==> config.mk <==
export PLATFORM = sky130hd
export DESIGN_NAME = apb_regfile_completer
export DESIGN_NICKNAME = d
export VERILOG_FILES = /design/src/rtl/apb_regfile_completer.sv
export SDC_FILE = /design/constraint.sdc
export NUM_CORES = 1
export LEC_CHECK = 0
export CAP_MARGIN = 30
export CORE_MARGIN = 1
export CORE_UTILIZATION = 58
export CTS_CLUSTER_SIZE = 10
export DETAILED_ROUTE_END_ITERATION = 7
export HOLD_SLACK_MARGIN = 0.08
export PLACE_DENSITY = 0.78
export SLEW_MARGIN = 0
export SYNTH_ARGS = -nofsm -noshare
export SYNTH_HDL_FRONTEND = slang
export SYNTH_SLANG_ARGS = --single-unit
==> constraint.sdc <==
create_clock -name PCLK -period 3.3 [get_ports PCLK]
set_input_delay 0.66 -clock PCLK [delete_from_list [all_inputs] [get_ports PCLK]]
set_output_delay 0.66 -clock PCLK [all_outputs]
set_load 0.01 [all_outputs]
==> src/rtl/apb_regfile_completer.sv <==
// APB completer: NUM_REGS-entry register file, top entry is a read-only transfer counter.
// Define APB_PSLVERR_EN to report out-of-range or read-only writes on PSLVERR.
module apb_regfile_completer #(
  parameter int ADDR_WIDTH  = 10,
  parameter int DATA_WIDTH  = 16,
  parameter int NUM_REGS    = 16,
  parameter int WAIT_STATES = 2
) (
  input  logic                  PCLK,
  input  logic                  PRESETN,
  input  logic                  PSEL,
  input  logic                  PENABLE,
  input  logic                  PWRITE,
  input  logic [ADDR_WIDTH-1:0] PADDR,
  input  logic [DATA_WIDTH-1:0] PWDATA,
  output logic [DATA_WIDTH-1:0] PRDATA,
  output logic                  PREADY,
  output logic                  PSLVERR
);

  localparam int          IW   = $clog2(NUM_REGS);
  localparam logic [5:0]  LAST = 6'(NUM_REGS - 1);
  localparam logic [3:0]  WS   = 4'(WAIT_STATES);

  typedef enum logic [1:0] {
    IDLE,
    SETUP,
    ACCESS
  } state_t;

  state_t                state;
  state_t                state_nxt;
  logic [3:0]            cnt;
  logic [DATA_WIDTH-1:0] regs [NUM_REGS];

  logic [5:0]    idx;
  logic [IW-1:0] ridx;
  logic          bad_idx;
  logic          ready;
  logic          wr_en;

  assign idx     = PADDR[5:0];
  assign ridx    = idx[IW-1:0];
  assign bad_idx = idx > LAST;

  if (ADDR_WIDTH > 6) begin : g_unused
    logic unused_addr;
    assign unused_addr = ^PADDR[ADDR_WIDTH-1:6];
  end

  // SETUP holds during the first access cycle; cnt counts wait cycles served
  assign ready = (state != IDLE) && PSEL && PENABLE && (cnt == WS);
  assign wr_en = ready && PWRITE && (idx < LAST);

  always_ff @(posedge PCLK or negedge PRESETN) begin
    if (!PRESETN) begin
      state <= IDLE;
    end else begin
      state <= state_nxt;
    end
  end

  always_comb begin
    state_nxt = state;
    unique case (state)
      IDLE: begin
        if (PSEL && !PENABLE) state_nxt = SETUP;
      end
      SETUP, ACCESS: begin
        if (!PSEL)         state_nxt = IDLE;
        else if (!PENABLE) state_nxt = SETUP;
        else if (ready)    state_nxt = IDLE;
        else               state_nxt = ACCESS;
      end
      default: state_nxt = IDLE;
    endcase
  end

  always_comb begin
    PREADY = ready;
    PRDATA = '0;
    if (ready && !PWRITE && !bad_idx) PRDATA = regs[ridx];
`ifdef APB_PSLVERR_EN
    PSLVERR = ready && (bad_idx || (PWRITE && (idx == LAST)));
`else
    PSLVERR = 1'b0;
`endif
  end

  always_ff @(posedge PCLK or negedge PRESETN) begin
    if (!PRESETN) begin
      cnt <= '0;
    end else if (state_nxt == ACCESS) begin
      cnt <= cnt + 4'd1;
    end else begin
      cnt <= '0;
    end
  end

  // Top entry doubles as the completed-transfer counter
  always_ff @(posedge PCLK or negedge PRESETN) begin
    if (!PRESETN) begin
      for (int i = 0; i < NUM_REGS; i++) regs[i] <= '0;
    end else begin
      if (ready) regs[NUM_REGS-1] <= regs[NUM_REGS-1] + DATA_WIDTH'(1);
      if (wr_en) regs[ridx] <= PWDATA;
    end
  end

endmodule

==> flow_metrics.py, run 1 <==
metrics = {
    "final_layout": {
        "final_common_cell": "dfrtp_1",
        "layout_common_cells": "dfrtp_1 (262), mux2_2 (249), buf_4 (48)",
        "diodes": 0,
        "final_nets": 930,
        "nFillCells": 1369,
        "drive_gt1_frac": 0.4922,
        "area_delta_synth_final_pct": 15.06,
    },
    "sta": {
        "slew_headroom": 0.4069,
        "maxSlewViolCount": 0,
        "max_freq_mhz": 306.4,
        "period_minus_slack_ps": 3264,
        "holdWs_ps": 225.8,
        "setup_slack_ps": 36.35,
        "post-route-period-util": 0.9890,
        "skew_ps": 14.24,
        "hold_viol_final": 0,
        "worstMarginPinSlew_ps": 889.6,
        "setup_viol_count_final": 0,
    },
    "floorplan": {
        "initial_utilization": 0.5900,
        "die_x_microns": 148.2,
        "coreArea_sq_um": 21020,
        "rows": 53,
        "die_h_microns": 148.2,
        "die-area_sq_um": 21970,
        "pin_count": 49,
    },
    "critical_path": {
        "reg2reg_setup_slack_ps": 670,
        "r2r-end": "regs[222]$_DFFE_PN0P_",
        "crit_required_ps": 2640,
        "crit_type": "flop to primary output",
        "max_stage_delay_ps": 370,
        "worstPathCellList": "inv_1, ha_2, and4bb_2, nand3_1, buf_6, a221oi_1, o221a_2, dlygate4sd2_1",
        "cp-start-kind": "flop",
        "crit_slowest_cell": "dfrtp_1",
        "cp-end-kind": "primary output",
        "path_max_fanout": 10,
        "r2r_start": "state[1]$_DFF_PN0_",
        "critical_path_arrival_ps": 2600,
        "r2r.worst_path.cells": 9,
    },
    "synth": {
        "async_reset_ff_frac": 1.000,
        "synthMuxAreaShare": 0.3389,
        "synth_fp_nets": 857,
        "synth_top_family_by_area": "multiplexers",
        "synthXorXnorAreaFrac": 0.01201,
        "synthesis.area_sq_um": 12400,
        "synth.distinct_cells": 52,
        "synth-adder-area-share": 0.005044,
        "seq_area_frac_synth": 0.5287,
        "synth_simple_gate_area_frac": 0.05892,
        "synth_cells": 821,
        "synth_edf_count": 0,
        "synth_ff_type": "dfrtp_1",
        "synth-compound-area-share": 0.02532,
        "ys_warn_count": 0,
        "ys_seq_elements": 262,
        "syn_area_per_cell_sq_um": 15.11,
    },
    "global_route": {
        "grt_pass1_vias": 8056,
        "antenna_found_initial": 0,
        "grt_max_degree": 118,
        "grt_usage": 0.2726,
        "grt_pass1_wl_microns": 45780,
        "grt-ovfl-total": 0,
    },
    "detailed_routing": {
        "dr_total_vias": 7346,
        "wirelength_microns": 28470,
        "ant_nets": 0,
        "drtIter0Drc": 370,
        "via_per_inst": 6.263,
        "firstDrtPassIters": 4,
        "drc": 0,
        "post_drt_wl_per_cell_microns": 24.27,
    },
    "power": {
        "clockPowerShare": 0.429,
        "finalPower_mw": 6.598,
        "p_leak_nw": 7.073,
        "power_switching_mw": 1.489,
        "cellPowerDensity_nw_per_um2": 462.4,
        "peakVddDrop_v": 0.0003450,
        "power.internal_mw": 5.109,
        "p_seq_frac": 0.497,
        "p_comb_frac": 0.074,
        "swShare": 0.2257,
    },
    "status": {
        "status": "completed",
    },
    "clock_tree": {
        "cts.sinks": 262,
        "cts_made_buffers": 30,
        "cts.root.buffer_cell": "clkbuf_16",
        "clk_pin_slew_ps": 50,
        "clock_path_buffers": 3,
        "h-tree-depth": 1,
        "clock_latency_ps": 540,
        "cts_tree": "built",
    },
    "placed_design": {
        "place_congestion": 0.8765,
        "place.port_buffers": 43,
        "place_hpwl_microns": 19250,
        "place_ws_ps": -311.3,
    },
    "flow_run": {
        "drv_cap": 0,
    },
    "hold_path": {
        "min_path_type": "primary input to async pin",
    },
}
-- routing by layer --
metal	up-vias	track usage	wire length, microns
met5	-	0	0
met4	0	0.09330	782
met3	55	0.03558	1203
met2	176	0.4556	14240
met1	3920	0.3702	12240
li1	3195	-	-
-- flip-flops by register name, indices dropped and copies added, names as in the netlist --
name / flops
cnt: 4
regs: 256
state: 2
-- power by group through the flow --
stage	clock network, mW	registers (mW)	logic (mW)
global route	3.04	3.28	0.530
detailed placement	0	3.34	0.463
floorplan	0	3.33	0.237
finish	2.83	3.28	0.487
CTS	2.89	3.28	0.484
global placement	0	3.33	0.434
-- synthesized netlist by cell type, drive strengths merged, types with 3 or more instances --
cell type / instances / area (sq um)
inv: 8 / 30.03
dfrtp: 262 / 6556
nand2b: 5 / 31.28
nor2b: 4 / 25.02
o221a: 9 / 101.4
xor2: 7 / 61.31
a21oi: 3 / 15.01
o22ai: 6 / 37.54
nor4: 3 / 48.80
nand2: 15 / 63.81
a221o: 6 / 60.06
mux4: 47 / 1059
and3: 3 / 18.77
nand3: 19 / 180.2
ha: 5 / 62.56
xnor2: 10 / 87.58
nand4: 8 / 68.82
mux2: 249 / 2804
nor2: 13 / 51.30
buf: 34 / 251.5
a221oi: 9 / 78.83
clkbuf: 27 / 101.4
nor3: 19 / 132.6
mux2i: 34 / 340.3
and2: 3 / 18.77
-- cell families after synthesis --
family / after synthesis
other cells: 1
compound gates: 36
mux: 330
fa+ha+maj: 5
flops: 262
xor+xnor: 17
buf+inv: 69
simple gates: 101
-- stage by stage --
stage / util / cell area [sq um] / setup TNS [ps] / cells
after floorplan: - / 12400 / 0 / 821
after global placement: 0.6368 / 13390 / -3037 / 1135
after detailed placement: 0.6368 / 13390 / -3501 / 1135
after CTS: 0.6780 / 14250 / 0 / 1172
after global routing: 0.6788 / 14270 / -18.12 / 1173
final: 0.6788 / 14270 / 0 / 1173
-- worst max path at each step --
stage                        from  slack [ps]        end  cells after the start
5_1_grt        state[0]$_DFF_PN0_         -20  PRDATA[7]                      8
6_report       state[1]$_DFF_PN0_          40  PRDATA[2]                      8
3_5_place_dp             PADDR[3]        -310  PRDATA[8]                      6
2_1_floorplan            PADDR[0]         550  PRDATA[2]                      5
4_1_cts        state[1]$_DFF_PN0_           4  PRDATA[4]                      9
3_3_place_gp                 PSEL        -290  PRDATA[4]                      8
-- timing repair --
action | CTS | global route
hold buffers | 0 | 0
hold endpoints to repair | 0 | 0
buffers inserted | 1 | 1
resized for setup | 30 | 9
pin swaps | 1 | 1
setup endpoints to repair | 16 | 8
-- worst max-delay path, delay by kind of cell (launching register included) --
| family | cells | cell delay, ps |
|---|---|---|
| AND/OR/NAND/NOR | 2 | 470 |
| adder cells (fa/ha/maj) | 1 | 200 |
| buffers and inverters | 3 | 500 |
| flip-flops | 1 | 370 |
| AO/OA/AOI/OAI | 2 | 520 |
-- area by class of cell --
| cell class | instances | area [sq um] | share of cell area |
|---|---|---|---|
| repair buffers | 102 | 988.4 | 0.06927 |
| multi-input cells | 490 | 5545 | 0.3886 |
| clock buffers | 35 | 800.8 | 0.05612 |
| well taps | 275 | 344.1 | 0.02411 |
| clock inverters | 1 | 5.005 | 0.0003507 |
| inverters | 8 | 30.03 | 0.002104 |
| flip-flops and latches | 262 | 6556 | 0.4594 |
(Power assumes the default switching activity.)
==> run 2, diff against run 1 <==
ABC_CLOCK_PERIOD_IN_PS = 3300   (was default)
CELL_PAD_IN_SITES_DETAIL_PLACEMENT = 1   (was default)
CELL_PAD_IN_SITES_GLOBAL_PLACEMENT = 1   (was default)
CORE_UTILIZATION = 52   (was 58)
PLACE_DENSITY = 0.81   (was 0.78)
SLEW_MARGIN = default   (was 0)
==> run 2 against run 1 <==
  * Largest power group unchanged
  * Critical path type is now primary input to primary output
  * Worst setup slack improved by 3.4 ps
  * Largest cell class unchanged
  * The run now ends with design-rule violations left
  * Cell count increased by 4.6%
  * Final area increased by 1.2%
==> flow_metrics.py, run 2 (same netlist as run 1, synthesis figures left out) <==
metrics = {
    "global_route": {
        "antenna_found_initial": 0,
        "grt_max_degree": 91,
        "grt_pass1_vias": 8634,
        "grt_pass1_wl_microns": 52030,
        "grt_usage": 0.2849,
        "grt-ovfl-total": 0,
    },
    "clock_tree": {
        "cts-hold-fix-buffers": 0,
        "clock_path_buffers": 3,
        "clk_pin_slew_ps": 60,
        "h-tree-depth": 1,
        "clock_latency_ps": 550,
        "cts_tree": "built",
        "cts.root.buffer_cell": "clkbuf_16",
        "cts.sinks": 262,
        "cts_made_buffers": 30,
    },
    "status": {
        "violations": "design-rule violations",
        "status": "complete, but fails checks",
    },
    "critical_path": {
        "crit_top_cell": "buf_4",
        "worstPathCellList": "clkdlybuf4s50_1, nor3_2, buf_4, nand3_4, buf_8, buf_4, a221oi_2, o221a_2, clkdlybuf4s15_1",
        "crit_slowest_cell": "clkdlybuf4s50_1",
        "critical_path_arrival_ps": 2600,
        "max_stage_delay_ps": 470,
        "cp.buffers_inverters": 5,
        "crit_type": "primary input to primary output",
        "cp_top_family": "buffers and inverters",
        "path_max_fanout": 7,
        "cp-end-kind": "primary output",
        "crit_required_ps": 2640,
        "crit_path_start": "PADDR[4]",
        "r2r_start": "state[1]$_DFF_PN0_",
        "cp-start-kind": "primary input",
    },
    "final_layout": {
        "drive_gt1_frac": 0.5066,
        "final_common_cell": "dfrtp_1",
        "nFillCells": 2192,
        "largest_reg_flops": 256,
        "diodes": 0,
        "final_nets": 940,
        "area_delta_synth_final_pct": 16.41,
        "top_regs": "regs: 256 flops, cnt: 4 flops, state: 2 flops",
        "fin_cells": 1227,
        "finish.utilization": 0.6169,
        "layout_common_cells": "dfrtp_1 (262), mux2_2 (249), buf_4 (62)",
        "regMostFlops": "regs",
    },
    "floorplan": {
        "die_h_microns": 156.4,
        "die_x_microns": 156.4,
        "rows": 56,
        "coreArea_sq_um": 23400,
        "die-area_sq_um": 24470,
        "pin_count": 49,
        "initial_utilization": 0.5299,
    },
    "placed_design": {
        "place_ws_ps": -554.3,
        "place_hpwl_microns": 21620,
        "dp_cells": 1187,
        "place.port_buffers": 43,
        "place_congestion": 0.8497,
    },
    "sta": {
        "max_freq_mhz": 306.7,
        "rsz0062_at_grt": "true",
        "skew_ps": 12.92,
        "maxSlewViolCount": 0,
        "slew_headroom": 0.5144,
        "setup_viol_count_final": 0,
        "setup_tns_ps": 0,
        "period_minus_slack_ps": 3260,
        "setup_slack_ps": 39.72,
        "worstMarginPinSlew_ps": 728.4,
        "post-route-period-util": 0.9880,
        "hold_viol_final": 0,
    },
    "detailed_routing": {
        "drtIter0Drc": 486,
        "firstDrtPassIters": 6,
        "dr_total_vias": 7548,
        "drc": 1,
        "ant_nets": 0,
        "post_drt_wl_per_cell_microns": 27.09,
        "via_per_inst": 6.152,
        "wirelength_microns": 33240,
    },
    "power": {
        "power.internal_mw": 5.174,
        "p_comb_frac": 0.077,
        "p_seq_frac": 0.488,
        "finalPower_mw": 6.711,
        "peakVddDrop_v": 0.0002892,
        "p_leak_nw": 7.129,
        "power_switching_mw": 1.536,
        "cellPowerDensity_nw_per_um2": 464.8,
        "clockPowerShare": 0.435,
        "swShare": 0.2289,
    },
    "flow_run": {
        "drv_cap": 0,
    },
    "hold_path": {
        "min_path_type": "primary input to async pin",
    },
}
run 2: changes by cell type in the layout (fill, tap and decap cells not counted), sizes merged:
cell / previous run / this run
buf: 62 / 72
dlygate4sd2: 11 / 6
clkbuf: 37 / 41
clkdlybuf4s50: 25 / 22
clkdlybuf4s15: 2 / 4
dlymetal6s2s: 0 / 2
bufinv: 0 / 1
clkinv: 1 / 0
run 2: layout make-up:
type / instances / area, sq um / share of cell area
clock buffer: 35 / 790.8 / 0.05477
clock inverter: 1 / 30.03 / 0.002080
inverter: 8 / 30.03 / 0.002080
multi-input combinational: 490 / 5610 / 0.3886
sequential: 262 / 6556 / 0.4541
tap: 319 / 399.1 / 0.02765
timing repair buffer: 112 / 1021 / 0.07072
run 2: per-stage QoR:
step | area [sq um] | hold slack, ps
2_1_floorplan | 12400 | 364.4
3_3_place_gp | 13440 | 477.6
3_5_place_dp | 13440 | 488.1
4_1_cts | 14370 | 160.8
5_1_grt | 14440 | 180.6
6_report | 14440 | 123.5
run 2: power groups by stage:
stage                     combinational, mW  clock, mW  sequential, mW
final                                 0.515       2.92            3.28
after global routing                  0.559       3.10            3.28
after CTS                             0.500       2.97            3.28
after detailed placement              0.473          0            3.34
after global placement                0.444          0            3.33
after floorplan                       0.237          0            3.33
run 2: final timing paths:
path / end / slack, ps / cells past startpoint
setup / recovery: PRDATA[6] / 40 / 9
hold / removal: regs[33]$_DFFE_PN0P_ / 120 / 1
setup reg to reg: regs[166]$_DFFE_PN0P_ / 750 / 9
hold reg to reg: regs[210]$_DFFE_PN0P_ / 500 / 1
max in group asynchronous: regs[153]$_DFFE_PN0P_ / 2200 / 2
min in group PCLK: regs[210]$_DFFE_PN0P_ / 500 / 1
run 2: repair_timing:
item                                   in CTS  in global routing
endpoints found under the hold margin       0                  0
resized for setup                          41                 20
buffers inserted                            1                  2
pin swaps                                   2                  1
setup endpoints to repair                  16                 10
cloned                                      0                  1
run 2: layer usage:
| layer | up-vias | GRT usage | wire, microns | share of wire |
|---|---|---|---|---|
| li1 | 3229 | - | - | - |
| met1 | 4091 | 0.3585 | 13550 | 0.41 |
| met3 | 69 | 0.03545 | 1154 | 0.035 |
| met4 | 0 | 0.08450 | 873 | 0.026 |
| met5 | - | 0 | 0 | 0 |
| met2 | 159 | 0.5132 | 17660 | 0.53 |
==> run 3, diff against run 2 <==
SLEW_MARGIN = 20   (was default)
==> results of run 3 <==
Same layout as run 2: the final DEF is identical, and so are final timing and power.
